**config.mk**
```make
export PLATFORM = sky130hd
export DESIGN_NAME = spi_flash_rd_ctrl
export DESIGN_NICKNAME = d
export VERILOG_FILES = /design/src/rtl/spi_flash_pkg.sv /design/src/rtl/spi_byte_seq.sv /design/src/rtl/spi_flash_rd_ctrl.sv
export SDC_FILE = /design/constraint.sdc
export NUM_CORES = 1
export LEC_CHECK = 0
export CAP_MARGIN = 40
export CORE_MARGIN = 2
export CORE_UTILIZATION = 40
export DETAILED_ROUTE_END_ITERATION = 8
export PLACE_DENSITY = 0.68
export SETUP_SLACK_MARGIN = 0.4
export SYNTH_ARGS = -nofsm -noshare
export SYNTH_HDL_FRONTEND = slang
export SYNTH_SLANG_ARGS = --single-unit
export TNS_END_PERCENT = 20
```
**constraint.sdc**
```tcl
create_clock -name clk -period 3.3 [get_ports clk]
set_input_delay 0.33 -clock clk [delete_from_list [all_inputs] [get_ports clk]]
set_output_delay 0.33 -clock clk [all_outputs]
set_load 0.01 [all_outputs]
```
**src/rtl/spi_flash_pkg.sv**
```systemverilog
// Shared types and constants for the SPI flash read controller.
package spi_flash_pkg;

  typedef enum logic [2:0] {
    StIdle,
    StCsSetup,
    StIssue,
    StWaitRise,
    StWaitFall,
    StNext,
    StCsHold,
    StDone
  } state_t;

  typedef enum logic [1:0] {
    PhCmd,
    PhAddr,
    PhDummy,
    PhData
  } phase_t;

  localparam logic [7:0] OP_READ      = 8'h03;
  localparam logic [7:0] OP_FAST_READ = 8'h0B;
  localparam logic [7:0] FILL_BYTE    = 8'h00;

endpackage

```
**src/rtl/spi_byte_seq.sv**
```systemverilog
// Launch-and-complete handshake for one byte on the SPI byte engine:
// strobe eng_write once the engine is idle, then wait for its busy pulse to end.
module spi_byte_seq
  import spi_flash_pkg::*;
(
  input  logic       clk,
  input  logic       rst,
  input  logic       byte_go,
  input  logic [7:0] tx_byte,
  input  logic       eng_busy,
  output logic       byte_done,
  output logic       eng_write,
  output logic [7:0] eng_tx_data
);

  state_t     state_q, state_d;
  logic       busy_q;
  logic [7:0] tx_q;

  always_ff @(posedge clk) begin
    if (rst) begin
      state_q <= StIdle;
      busy_q  <= 1'b0;
      tx_q    <= 8'h00;
    end else begin
      state_q <= state_d;
      busy_q  <= eng_busy;
      if (state_q == StIdle && byte_go) begin
        tx_q <= tx_byte;
      end
    end
  end

  always_comb begin
    state_d = state_q;
    unique case (state_q)
      StIdle:     if (byte_go) state_d = StIssue;
      // An engine still busy from elsewhere holds us here without strobing.
      StIssue:    if (!eng_busy) state_d = StWaitRise;
      StWaitRise: if (eng_busy) state_d = StWaitFall;
      StWaitFall: if (busy_q && !eng_busy) state_d = StIdle;
      default:    state_d = StIdle;
    endcase
  end

  always_comb begin
    eng_write   = (state_q == StIssue) && !eng_busy;
    byte_done   = (state_q == StWaitFall) && busy_q && !eng_busy;
    eng_tx_data = tx_q;
  end

endmodule

```
**src/rtl/spi_flash_rd_ctrl.sv**
```systemverilog
// SPI flash READ sequencer: cs_n, opcode, address MSB first, then len data bytes.
// Define SPI_FLASH_FAST_READ_EN for FAST READ (0x0B) with one dummy byte.
module spi_flash_rd_ctrl
  import spi_flash_pkg::*;
#(
  parameter int unsigned ADDR_W      = 24,
  parameter int unsigned LEN_W       = 8,
  parameter logic [7:0]  CMD_READ    = OP_READ,
  parameter int unsigned CS_HOLD_CYC = 2
) (
  input  logic              clk,
  input  logic              rst,
  input  logic              start,
  input  logic [ADDR_W-1:0] addr,
  input  logic [LEN_W-1:0]  len,
  output logic              ctrl_busy,
  output logic              rd_valid,
  output logic [7:0]        rd_data,
  output logic              done,
  output logic              flash_cs_n,
  output logic [7:0]        eng_tx_data,
  output logic              eng_write,
  input  logic              eng_busy,
  input  logic [7:0]        eng_rx_data
);

  localparam int unsigned CntW      = LEN_W + 1;
  localparam int unsigned AddrBytes = ADDR_W / 8;
  localparam int unsigned HoldW     = (CS_HOLD_CYC > 1) ? $clog2(CS_HOLD_CYC + 1) : 1;

`ifdef SPI_FLASH_FAST_READ_EN
  localparam logic [7:0] Opcode      = OP_FAST_READ;
  localparam phase_t     PhAfterAddr = PhDummy;
`else
  localparam logic [7:0] Opcode      = CMD_READ;
  localparam phase_t     PhAfterAddr = PhData;
`endif

  state_t            state_q, state_d;
  phase_t            phase_q;
  logic [CntW-1:0]   cnt_q, cnt_inc, len_tot;
  logic [ADDR_W-1:0] addr_sh_q;
  logic [LEN_W-1:0]  len_q;
  logic [HoldW-1:0]  hold_q;
  logic [7:0]        rd_data_q, tx_byte;
  logic              rd_valid_q, byte_go, byte_done, last_byte, hold_last;

  // len == 0 encodes a full 2^LEN_W transfer; the extra counter bit keeps it from wrapping.
  assign len_tot   = (len_q == '0) ? {1'b1, {LEN_W{1'b0}}} : {1'b0, len_q};
  assign cnt_inc   = cnt_q + CntW'(1);
  assign last_byte = (phase_q == PhData) && (cnt_inc == len_tot);
  assign hold_last = (hold_q == HoldW'(CS_HOLD_CYC - 1));

  always_ff @(posedge clk) begin
    if (rst) begin
      state_q <= StIdle;
    end else begin
      state_q <= state_d;
    end
  end

  always_comb begin
    state_d = state_q;
    unique case (state_q)
      StIdle:    if (start) state_d = StCsSetup;
      StCsSetup: state_d = StIssue;
      StIssue:   if (byte_done) state_d = StNext;
      StNext:    state_d = last_byte ? StCsHold : StIssue;
      StCsHold:  if (hold_last) state_d = StDone;
      StDone:    state_d = StIdle;
      default:   state_d = StIdle;
    endcase
  end

  always_comb begin
    ctrl_busy  = 1'b1;
    flash_cs_n = 1'b0;
    done       = 1'b0;
    byte_go    = 1'b0;
    unique case (state_q)
      StIdle: begin
        ctrl_busy  = 1'b0;
        flash_cs_n = 1'b1;
      end
      StIssue: byte_go = 1'b1;
      StDone: begin
        ctrl_busy  = 1'b0;
        flash_cs_n = 1'b1;
        done       = 1'b1;
      end
      default: ;
    endcase
  end

  always_comb begin
    unique case (phase_q)
      PhCmd:   tx_byte = Opcode;
      PhAddr:  tx_byte = addr_sh_q[ADDR_W-1 -: 8];
      default: tx_byte = FILL_BYTE;
    endcase
  end

  always_ff @(posedge clk) begin
    if (rst) begin
      phase_q    <= PhCmd;
      cnt_q      <= '0;
      addr_sh_q  <= '0;
      len_q      <= '0;
      hold_q     <= '0;
      rd_data_q  <= 8'h00;
      rd_valid_q <= 1'b0;
    end else begin
      rd_valid_q <= 1'b0;
      unique case (state_q)
        StIdle: begin
          if (start) begin
            addr_sh_q <= addr;
            len_q     <= len;
            phase_q   <= PhCmd;
            cnt_q     <= '0;
            hold_q    <= '0;
          end
        end
        StNext: begin
          unique case (phase_q)
            PhCmd: begin
              phase_q <= PhAddr;
              cnt_q   <= '0;
            end
            PhAddr: begin
              if (cnt_q == CntW'(AddrBytes - 1)) begin
                phase_q <= PhAfterAddr;
                cnt_q   <= '0;
              end else begin
                cnt_q     <= cnt_inc;
                addr_sh_q <= addr_sh_q << 8;
              end
            end
            PhDummy: begin
              phase_q <= PhData;
              cnt_q   <= '0;
            end
            PhData: begin
              rd_data_q  <= eng_rx_data;
              rd_valid_q <= 1'b1;
              cnt_q      <= cnt_inc;
            end
            default: ;
          endcase
        end
        StCsHold: hold_q <= hold_q + HoldW'(1);
        default: ;
      endcase
    end
  end

  assign rd_valid = rd_valid_q;
  assign rd_data  = rd_data_q;

  spi_byte_seq u_byte_seq (
    .clk         (clk),
    .rst         (rst),
    .byte_go     (byte_go),
    .tx_byte     (tx_byte),
    .eng_busy    (eng_busy),
    .byte_done   (byte_done),
    .eng_write   (eng_write),
    .eng_tx_data (eng_tx_data)
  );

endmodule

```
==> results of run 1 <==
[worst max-delay path by stage]
stage | startpoint | to | slack, ns | cells past startpoint
after CTS | state_q[2] | cnt_q[3] | 0.79 | 5
after global routing | state_q[2] | cnt_q[3] | 0.60 | 5
after global placement | start | addr_sh_q[10] | 0.69 | 6
after detailed placement | start | addr_sh_q[20] | 0.63 | 6
after floorplan | cnt_q[0] | cnt_q[8] | 1.44 | 9
final | state_q[2] | cnt_q[3] | 0.79 | 5
[tightest hold or removal path: stages (launching register included)]
cell and delay, ns:
dfxtp_1 0.31, nand2_1 0.05, a21oi_1 0.05
[per-stage QoR]
step	worst slack [ns]	instance area (um^2)	util [%]	total power (uW)
floorplan	1.44	3380	-	1240
global placement	0.687	3940	47.9	1340
detailed placement	0.626	3940	47.9	1350
CTS	0.793	4160	50.6	2120
global route	0.603	4160	50.6	2210
finish	0.792	4160	50.6	2100
[state kept, by name, indices dropped and copies added, names as in the netlist]
name and cells:
cnt_q 9, u_byte_seq.eng_tx_data 8, hold_q 2, phase_q 2, rd_valid 1, addr_sh_q 24, u_byte_seq.busy_q 1, state_q 3
rd_data 8, len_q 8, u_byte_seq.state_q 3
[logic make-up (layout without fill, tap and decap cells)]
kind of cell | count (synthesis) | count (layout) | share of synthesized area, %
xor gates and xnor gates | 11 | 11 | 2.85
buffers and inverters | 38 | 91 | 7.70
DFF | 69 | 69 | 40.9
adders and majority gates | 7 | 7 | 2.59
AOI/OAI and AO/OA | 92 | 92 | 20.7
and+or+nand+nor | 184 | 184 | 24.7
muxes | 2 | 2 | 0.629
[power by group through the flow]
| stage | clock network [uW] | logic [uW] | registers (uW) |
|---|---|---|---|
| floorplan | 0 | 289 | 947 |
| global placement | 0 | 372 | 966 |
| global route | 834 | 417 | 958 |
| finish | 770 | 378 | 948 |
| detailed placement | 0 | 380 | 966 |
| CTS | 796 | 382 | 947 |
[cell type report]
cell class	instances	area, um^2
clock buffer	10	128
fill	823	4060
clock inverter	6	93.8
tap	105	131
sequential	69	1380
timing repair buffer	66	651
inverter	9	33.8
multi-input combinational	296	1740
[Yosys cell counts (all sizes together), types with 2 or more instances]
| library cell | number | area share (%) |
|---|---|---|
| and3 | 2 | 0.37 |
| nor3 | 11 | 1.6 |
| buf | 12 | 3.2 |
| nand2b | 4 | 0.74 |
| inv | 9 | 1.0 |
| and2 | 2 | 0.41 |
| a22oi | 10 | 2.2 |
| xnor2 | 10 | 2.6 |
| nand2 | 81 | 9.1 |
| nor4 | 5 | 1.1 |
| o21ai | 10 | 1.5 |
| a31oi | 2 | 0.37 |
| or2 | 4 | 0.74 |
| ha | 7 | 2.6 |
| a311oi | 16 | 7.1 |
| dfxtp | 69 | 41 |
| or4 | 4 | 0.89 |
| a211oi | 5 | 1.1 |
| nand3 | 12 | 1.8 |
| nand3b | 2 | 0.44 |
| a21oi | 41 | 6.1 |
| nor2 | 49 | 5.4 |
| clkbuf | 15 | 2.3 |
[metal layers]
| metal | track usage, % | vias up |
|---|---|---|
| met5 | 0 | - |
| met2 | 27.2 | 67 |
| met3 | 5.09 | 7 |
| li1 | - | 1499 |
| met1 | 20.7 | 1325 |
| met4 | 6.07 | 0 |
[placed cells by master, fill, tap and decap left out, types with 2 or more instances in the layout]
| cell type | Yosys | final |
|---|---|---|
| nand2_1 | 80 | 80 |
| dfxtp_1 | 69 | 69 |
| clkdlybuf4s50_1 | 0 | 63 |
| nor2_1 | 49 | 49 |
| a21oi_1 | 41 | 41 |
| a311oi_2 | 16 | 16 |
| nand3_1 | 12 | 12 |
| nor3_1 | 11 | 11 |
| a22oi_1 | 10 | 10 |
| xnor2_1 | 10 | 10 |
| inv_1 | 9 | 9 |
| clkbuf_8 | 2 | 9 |
| ha_1 | 7 | 7 |
| o21ai_0 | 5 | 5 |
| o21ai_1 | 5 | 5 |
| a211oi_1 | 5 | 5 |
| or4_1 | 4 | 4 |
| nor4_1 | 4 | 4 |
| nand2b_1 | 4 | 4 |
| or2_2 | 3 | 3 |
| and3_1 | 2 | 2 |
| nand3b_1 | 2 | 2 |
| a31oi_1 | 2 | 2 |
| inv_6 | 0 | 2 |
| bufinv_16 | 0 | 2 |
| buf_4 | 5 | 2 |
==> flow_summary_export.csv, run 1 <==
group,metric,value,unit
floorplanning,die_area,9200,um^2
finish,stdcell_count,561,
global_route,grt_pass1_wl,12.0,mm
critical_path,cp_max_fo,21,
synthesis,synth_edf_count,0,
floorplanning,core_area,8220,um^2
critical_path,path_buf_inv,0,
flow_run,cap_violations,0,
power_and_ir_drop,p_sw,584,uW
detailed_routing,wl_met2,3.52,mm
critical_path,critPathArrivalTime,2.78,ns
detailed_routing,wl_met3,429,um
finish,n_antenna_cell,0,
hold_path,hold-path-cell-count,2,
power_and_ir_drop,p_leak,0.00144,uW
place,dp_hpwl,5.19,mm
clocking,htree_levels,3,
detailed_routing,drc_errors,0,
floorplanning,initial_utilization,41.1,%
critical_path,startpoint_type,"flop",
critical_path,cpPeakStageDelay,0.62,ns
global_route,grt_start_max_net_pins,36,
clocking,cts_root_buf,"clkbuf_8",
place,globalplace.congestion,0.889,
detailed_routing,wl,7.37,mm
finish,syn_to_final_growth,23.0,%
floorplanning,fp.dieH,95.9,um
clocking,insertion_delay,0.34,ns
power_and_ir_drop,pwr-share-comb,18.0,%
power_and_ir_drop,p_sw_share,27.9,%
detailed_routing,dr.max_layer_used,"met4",
synthesis,avgSynthCellArea,8.39,um^2
global_route,grt.overflow.total,0,
global_route,grt_pass1_vias,2646,
critical_path,worstSetupPathType,"flop to flop",
synthesis,async_flop_share,0,%
sta,finalSetupViolCount,0,
clocking,clkSlewWorstSetupHoldPaths,0.08,ns
floorplanning,ios,65,
clocking,ctsLongestPathBuffers,2,
global_route,antenna_found_initial,0,
finish,nets,502,
detailed_routing,first_iter_violations,111,
sta,hold_ws,0.455,ns
sta,clock_skew,0.00945,ns
clocking,cts.sinks,69,
sta,timing_worst_slew_pin_value,0.727,ns
critical_path,rr_startpoint,"state_q[2]",
status,outcome,"finished clean",
synthesis,ys_types,54,
critical_path,endpoint_kind,"flop",
clocking,cts_buffers,9,
clocking,ctsHoldBuffers,0,
sta,fin_crit,2.51,ns
critical_path,cp_data_required_time,3.57,ns
critical_path,r2r_end,"cnt_q[3]",
clocking,cts_tree,"done",
sta,max-slew-margin-rel,51.1,%
detailed_routing,wl_met1,3.34,mm
power_and_ir_drop,pwr-share-clk,36.7,%
global_route,track_usage,16.7,%
sta,rsz0062_at_grt,"false",
critical_path,rr_worst_depth,5,
place,placedCellCount,545,
hold_path,min_from,"u_byte_seq.eng_tx_data[4]",
place,buffer_ports.inserted,64,
synthesis,postSynthCellCount,403,
sta,fmax,399,MHz
detailed_routing,ant_nets,0,
finish,drive_gt1_share,10.1,%
power_and_ir_drop,pwr-share-seq,45.2,%
sta,fin_crit_sh,76.0,%
detailed_routing,wl_per_cell,13.1,um
clocking,ctsResizeCount,0,
detailed_routing,vias,2898,
critical_path,path_cells,"and3b_2 > nand2_1 > o21a_4 > or4_1 > a21oi_1",
power_and_ir_drop,ir_drop,233,uV
critical_path,r2r_slack,0.79,ns
power_and_ir_drop,powerDensity,504,nW/um^2
detailed_routing,first_pass_iters,5,
hold_path,min_path_type,"flop to flop",
floorplanning,fp.dieW,95.9,um
sta,fin_setup_tns,0,ns
clocking,postCtsSetupBuffers,0,
synthesis,syn_area,3380,um^2
critical_path,crit_slowest_cell,"dfxtp_1",
sta,hold_viol_final,0,
sta,slew_violations,0,
detailed_routing,drt-vias-per-instance,5.17,
hold_path,hold_path_end,"u_byte_seq.eng_tx_data[4]",
synthesis,synth_seq_cells,69,
synthesis,synthFlopType,"dfxtp_1",
critical_path,cpLargestDelayFamily,"simple AND/OR/NAND/NOR gates",
floorplanning,num_rows,33,
power_and_ir_drop,p_int,1510,uW
synthesis,synth-warning-count,0,
synthesis,ys_seq_area_share,40.9,%
synthesis,synth_fp_nets,454,
No activity file was read; power rests on OpenSTA's default activity.
==> run 2, diff against run 1 <==
--- a/config.mk
+++ b/config.mk
@@ -9,7 +9,7 @@
 export CORE_MARGIN = 2
 export CORE_UTILIZATION = 40
 export DETAILED_ROUTE_END_ITERATION = 8
-export PLACE_DENSITY = 0.68
+export PLACE_DENSITY = 0.71
 export SETUP_SLACK_MARGIN = 0.4
 export SYNTH_ARGS = -nofsm -noshare
 export SYNTH_HDL_FRONTEND = slang
==> constraint.sdc (replaced) <==
create_clock -name clk -period 2.2 [get_ports clk]
set_input_delay 0.22 -clock clk [delete_from_list [all_inputs] [get_ports clk]]
set_output_delay 0.22 -clock clk [all_outputs]
set_load 0.01 [all_outputs]
==> flow_summary_export.csv, run 2 (synthesis results as in run 1) <==
group,metric,value,unit
status,outcome,"finished clean",
power_and_ir_drop,p_leak,0.00153,uW
hold_path,min_path_type,"input pin to flop",
floorplanning,ios,65,
global_route,grt_pass1_wl,12.3,mm
critical_path,cp_data_required_time,2.46,ns
floorplanning,fp.dieW,95.9,um
finish,largest-register,"addr_sh_q",
critical_path,endpoint_kind,"flop",
sta,fin_setup_tns,0,ns
floorplanning,core_area,8220,um^2
finish,final_cell_mix,"nand2_1 (79), clkdlybuf4s50_1 (60), dfxtp_1 (59), nor2_1 (41), a21oi_1 (38)",
power_and_ir_drop,powerDensity,697,nW/um^2
finish,stdcell_count,574,
critical_path,worstSetupPathType,"flop to flop",
global_route,track_usage,17.0,%
detailed_routing,first_pass_iters,4,
floorplanning,initial_utilization,41.1,%
clocking,htree_levels,3,
clocking,ctsLongestPathBuffers,2,
sta,slew_violations,0,
clocking,ctsHoldBuffers,0,
place,placedCellCount,555,
detailed_routing,ant_nets,0,
sta,finalSetupViolCount,0,
clocking,insertion_delay,0.35,ns
detailed_routing,first_iter_violations,129,
finish,final_common_cell,"nand2_1",
critical_path,cp_max_fo,6,
finish,multi_input_area,1870,um^2
sta,hold_viol_final,0,
finish,fin_util,53.6,%
finish,top_regs,"addr_sh_q (24), cnt_q (9)",
clocking,cts.sinks,69,
sta,fin_crit,1.88,ns
detailed_routing,wl_per_cell,13.5,um
sta,timing_worst_slew_pin_value,0.548,ns
clocking,cts_buffers,9,
sta,rsz0062_at_grt,"true",
critical_path,startpoint_type,"flop",
finish,drive_gt1_share,20.5,%
clocking,cts_root_buf,"clkbuf_8",
sta,max-slew-margin-rel,63.0,%
critical_path,cpPeakStageDelay,0.36,ns
finish,n_antenna_cell,0,
power_and_ir_drop,power.total,3070,uW
global_route,grt.overflow.total,0,
power_and_ir_drop,ir_drop,370,uV
clocking,clkSlewWorstSetupHoldPaths,0.08,ns
critical_path,worst_path_most_repeated_cell,"a21oi_1",
floorplanning,die_area,9200,um^2
place,globalplace.congestion,0.827,
finish,fillCellCount,757,
detailed_routing,drc_errors,0,
finish,largest_register_ffs,24,
global_route,grt_pass1_vias,2737,
critical_path,critPathArrivalTime,2.14,ns
finish,syn_to_final_growth,30.4,%
place,buffer_ports.inserted,64,
detailed_routing,drt-vias-per-instance,5.19,
sta,fmax,533,MHz
sta,clock_skew,0.0129,ns
floorplanning,fp.dieH,95.9,um
critical_path,crit_slowest_cell,"dfxtp_4",
global_route,antenna_found_initial,0,
place,dp_hpwl,5.36,mm
floorplanning,num_rows,33,
sta,fin_crit_sh,85.3,%
critical_path,path_cells,"buf_4 > ha_2 > and3_1 > o32ai_1 > a21oi_1 > a21oi_1 > a31oi_1 > nor3_1",
detailed_routing,wl,7.76,mm
flow_run,cap_violations,0,
finish,nets,515,
clocking,cts_tree,"done",
detailed_routing,vias,2979,
global_route,grt_start_max_net_pins,49,
finish,seq_area,1400,um^2
==> run 2: cell types whose count changed in the layout (fill, tap and decap cells not counted), sizes merged <==
cell | previous run | this run
clkinv | 1 | 4
o21a | 1 | 2
bufinv | 2 | 1
inv | 11 | 10
dlygate4sd2 | 0 | 3
buf | 3 | 15
clkdlybuf4s50 | 63 | 60
clkbuf | 10 | 9
==> run 2: final cells by class <==
| type | count | area share [%] |
|---|---|---|
| Inverter | 9 | 0.823 |
| Tap cell | 105 | 2.98 |
| Multi-Input combinational cell | 297 | 42.4 |
| Sequential cell | 69 | 31.7 |
| Timing Repair Buffer | 78 | 17.6 |
| Clock inverter | 7 | 1.68 |
| Clock buffer | 9 | 2.81 |
==> run 2: per-layer routing <==
layer / routed length (um) / track usage, % / up-vias
met5: 0 / 0 / -
met2: 3820 / 29.5 / 56
met1: 3410 / 19.9 / 1387
met4: 123 / 5.48 / 0
li1: - / - / 1524
met3: 408 / 5.40 / 12
==> run 2: through the flow <==
stage                     hold slack (ns)  setup slack [ns]  instance area [um^2]
after global placement              0.439             0.136                  4050
after floorplan                     0.356             0.387                  3400
after CTS                           0.250             0.311                  4270
after detailed placement            0.445            0.0878                  4050
after global routing                0.291             0.208                  4410
final                               0.263             0.323                  4410
==> run 2: worst max-delay path, delay by kind of cell, from the launching register on <==
kind | cells | cell delay (ns)
AOI/OAI and AO/OA | 4 | 0.62
adders and majority gates | 1 | 0.24
buffers and inverters | 1 | 0.16
DFF | 1 | 0.36
and+or+nand+nor | 2 | 0.42
==> run 2: timing repair <==
| item | CTS | global route |
|---|---|---|
| pin swaps | 3 | 12 |
| endpoints found under the hold margin | 0 | 0 |
| cloned | 1 | 0 |
| setup buffers | 1 | 1 |
| setup endpoints to repair | 30 | 39 |
| resized for setup | 8 | 36 |
==> run 2: path summary, 6_finish.rpt <==
kind | slack (ns) | from | endpoint | depth (start not counted)
worst max register to register | 0.32 | cnt_q[0] | state_q[2] | 8
worst min-delay path | 0.26 | rst | u_byte_seq.busy_q | 2
worst min register to register | 0.45 | u_byte_seq.eng_tx_data[2] | u_byte_seq.eng_tx_data[2] | 2
worst max-delay path | 0.32 | cnt_q[0] | state_q[2] | 8
==> run 2: where the power goes <==
group,total [uW],internal [uW],switching (uW)
Sequential,1430,1340,81.3
Clock,1020,526,490
Combinational,629,315,314
==> run 3, diff against run 2 <==
--- a/config.mk
+++ b/config.mk
@@ -10,8 +10,10 @@
 export CORE_UTILIZATION = 40
 export DETAILED_ROUTE_END_ITERATION = 8
 export PLACE_DENSITY = 0.71
+export RECOVER_POWER = 50
 export SETUP_SLACK_MARGIN = 0.4
 export SYNTH_ARGS = -nofsm -noshare
 export SYNTH_HDL_FRONTEND = slang
+export SYNTH_HIERARCHICAL = 1
 export SYNTH_SLANG_ARGS = --single-unit
 export TNS_END_PERCENT = 20
==> flow_summary_export.csv, run 3 <==
group,metric,value,unit
status,outcome,"finished clean",
floorplanning,die_area,8880,um^2
power_and_ir_drop,ir_drop,404,uV
finish,nets,511,
flow_run,cap_violations,0,
critical_path,rr_worst_depth,5,
global_route,grt_pass1_vias,2820,
synthesis,ys_top_cells_by_area,"dfxtp_1 (42%), nand2_1 (11%), a311oi_1 (6.2%)",
floorplanning,initial_utilization,41.7,%
sta,hold_viol_final,0,
detailed_routing,ant_nets,0,
synthesis,synth_top_cell_area_share,42.4,%
global_route,track_usage,17.8,%
synthesis,synth-warning-count,6,
clocking,cts_tree,"done",
place,buffer_ports.inserted,64,
hold_path,hold-path-cell-count,3,
detailed_routing,first_pass_iters,4,
hold_path,min_path_type,"input pin to flop",
critical_path,endpoint_kind,"flop",
clocking,cts_root_buf,"clkbuf_8",
critical_path,cp_max_fo,11,
global_route,grt.overflow.total,0,
detailed_routing,drt-vias-per-instance,5.23,
sta,fin_crit_sh,87.2,%
synthesis,postSynthCellCount,400,
finish,syn_to_final_growth,31.6,%
sta,rsz0062_at_grt,"true",
floorplanning,fp.dieH,94.2,um
detailed_routing,wl_per_cell,13.3,um
finish,fillCellCount,745,
sta,fmax,522,MHz
synthesis,synth_fp_nets,451,
synthesis,synthFlopType,"dfxtp_1",
floorplanning,core_area,7810,um^2
sta,slew_violations,0,
global_route,antenna_found_initial,0,
finish,drive_gt1_share,12.0,%
synthesis,ys_types,51,
synthesis,avgSynthCellArea,8.14,um^2
critical_path,cp_data_required_time,2.38,ns
clocking,htree_levels,3,
finish,n_antenna_cell,0,
finish,multi_input_area,1830,um^2
power_and_ir_drop,powerDensity,644,nW/um^2
finish,final_cell_mix,"nand2_1 (92), dfxtp_1 (63), clkdlybuf4s50_1 (43), nor2_1 (35), a21oi_1 (34)",
sta,fin_setup_tns,0,ns
global_route,grt_pass1_wl,12.6,mm
floorplanning,ios,65,
sta,fin_crit,1.92,ns
synthesis,yosysMostFrequentCell,"nand2_1",
critical_path,critPathArrivalTime,2.09,ns
synthesis,synth_edf_count,0,
floorplanning,fp.dieW,94.2,um
clocking,cts.sinks,69,
synthesis,synth_seq_cells,69,
critical_path,worstSetupPathType,"flop to flop",
clocking,cts_buffers,9,
synthesis,syn_area,3260,um^2
synthesis,ys_top_cells_by_count,"nand2_1 (92), dfxtp_1 (69), nor2_1 (37)",
critical_path,startpoint_type,"flop",
detailed_routing,wl,7.55,mm
finish,stdcell_count,567,
finish,seq_area,1390,um^2
place,placedCellCount,548,
finish,largest-register,"addr_sh_q",
sta,finalSetupViolCount,0,
finish,top_regs,"addr_sh_q (24), cnt_q (9)",
place,dp_hpwl,5.17,mm
sta,max-slew-margin-rel,7.73,%
detailed_routing,drc_errors,0,
synthesis,ys_seq_area_share,42.4,%
place,globalplace.congestion,0.858,
clocking,ctsLongestPathBuffers,2,
synthesis,async_flop_share,0,%
detailed_routing,vias,2966,
floorplanning,num_rows,32,
power_and_ir_drop,p_leak,0.00157,uW
clocking,clkSlewWorstSetupHoldPaths,0.07,ns
global_route,grt_start_max_net_pins,68,
finish,largest_register_ffs,24,
detailed_routing,first_iter_violations,201,
clocking,insertion_delay,0.34,ns
clocking,ctsHoldBuffers,0,
synthesis,yosysTopAreaCell,"dfxtp_1",
sta,timing_worst_slew_pin_value,1.38,ns
finish,final_common_cell,"nand2_1",
sta,clock_skew,0.00967,ns
run 3: layer usage:
metal	vias up	routed length [um]	global-route usage, %
met5	-	0	0
met4	0	128	7.00
met3	12	363	4.25
met2	65	3640	30.1
met1	1374	3430	21.7
li1	1515	-	-
run 3: stage by stage:
step / worst slack, ns / utilization (%) / hold WS (ns) / area (um^2) / power, uW
floorplan: 0.430 / - / 0.292 / 3260 / 1680
global placement: 0.120 / 51.0 / 0.442 / 3980 / 1860
detailed placement: 0.0897 / 51.0 / 0.448 / 3980 / 1870
CTS: 0.350 / 53.9 / 0.231 / 4210 / 2770
global route: 0.157 / 54.9 / 0.352 / 4280 / 2890
finish: 0.283 / 54.9 / 0.314 / 4280 / 2760
run 3: final timing paths:
check | slack [ns] | startpoint | end
max | 0.28 | state_q[0] | cnt_q[1]
min | 0.31 | rst | state_q[0]
max reg2reg | 0.28 | state_q[0] | cnt_q[1]
min reg2reg | 0.45 | u_byte_seq/eng_tx_data[3] | u_byte_seq/eng_tx_data[3]
run 3: area by class of cell:
cell class	count	area share, %
Clock buffer	13	3.48
Inverter	7	0.613
Clock inverter	3	0.496
Sequential cell	69	32.5
Tap cell	102	2.98
Timing Repair Buffer	76	17.2
Multi-Input combinational cell	297	42.8
run 3: repair_timing:
item / in CTS / in global routing
resized for setup: 18 / 21
gates cloned: 1 / 0
endpoints found under the setup margin: 45 / 48
hold endpoints to repair: 0 / 0
setup buffers: 2 / 0
pin swaps: 4 / 7
run 3: worst max-delay path: stages, from the launching register on:
cell and delay (ns):
dfxtp_1 0.40, or3b_1 0.47, nor2_1 0.50, nor2_1 0.15
a22oi_1 0.19, nor2_1 0.05
run 3: kinds of logic (layout without fill, tap and decap cells):
family                     after synthesis  after routing  synth area share, %
muxes                                    2              2                0.615
xor gates and xnor gates                12             12                 3.69
adders and majority gates                7              7                 2.69
AOI/OAI and AO/OA                       88             89                 18.8
buffers and inverters                   35             99                 4.73
and+or+nand+nor                        187            187                 27.1
DFF                                     69             69                 42.4
run 3: report_power, final:
| group | total, uW | internal [uW] | leakage (uW) | switching, uW |
|---|---|---|---|---|
| Combinational | 458 | 237 | 0.000921 | 221 |
| Clock | 904 | 441 | 0.0000836 | 463 |
| Sequential | 1400 | 1330 | 0.000566 | 66.7 |
| Total | 2760 | 2010 | 0.00157 | 751 |
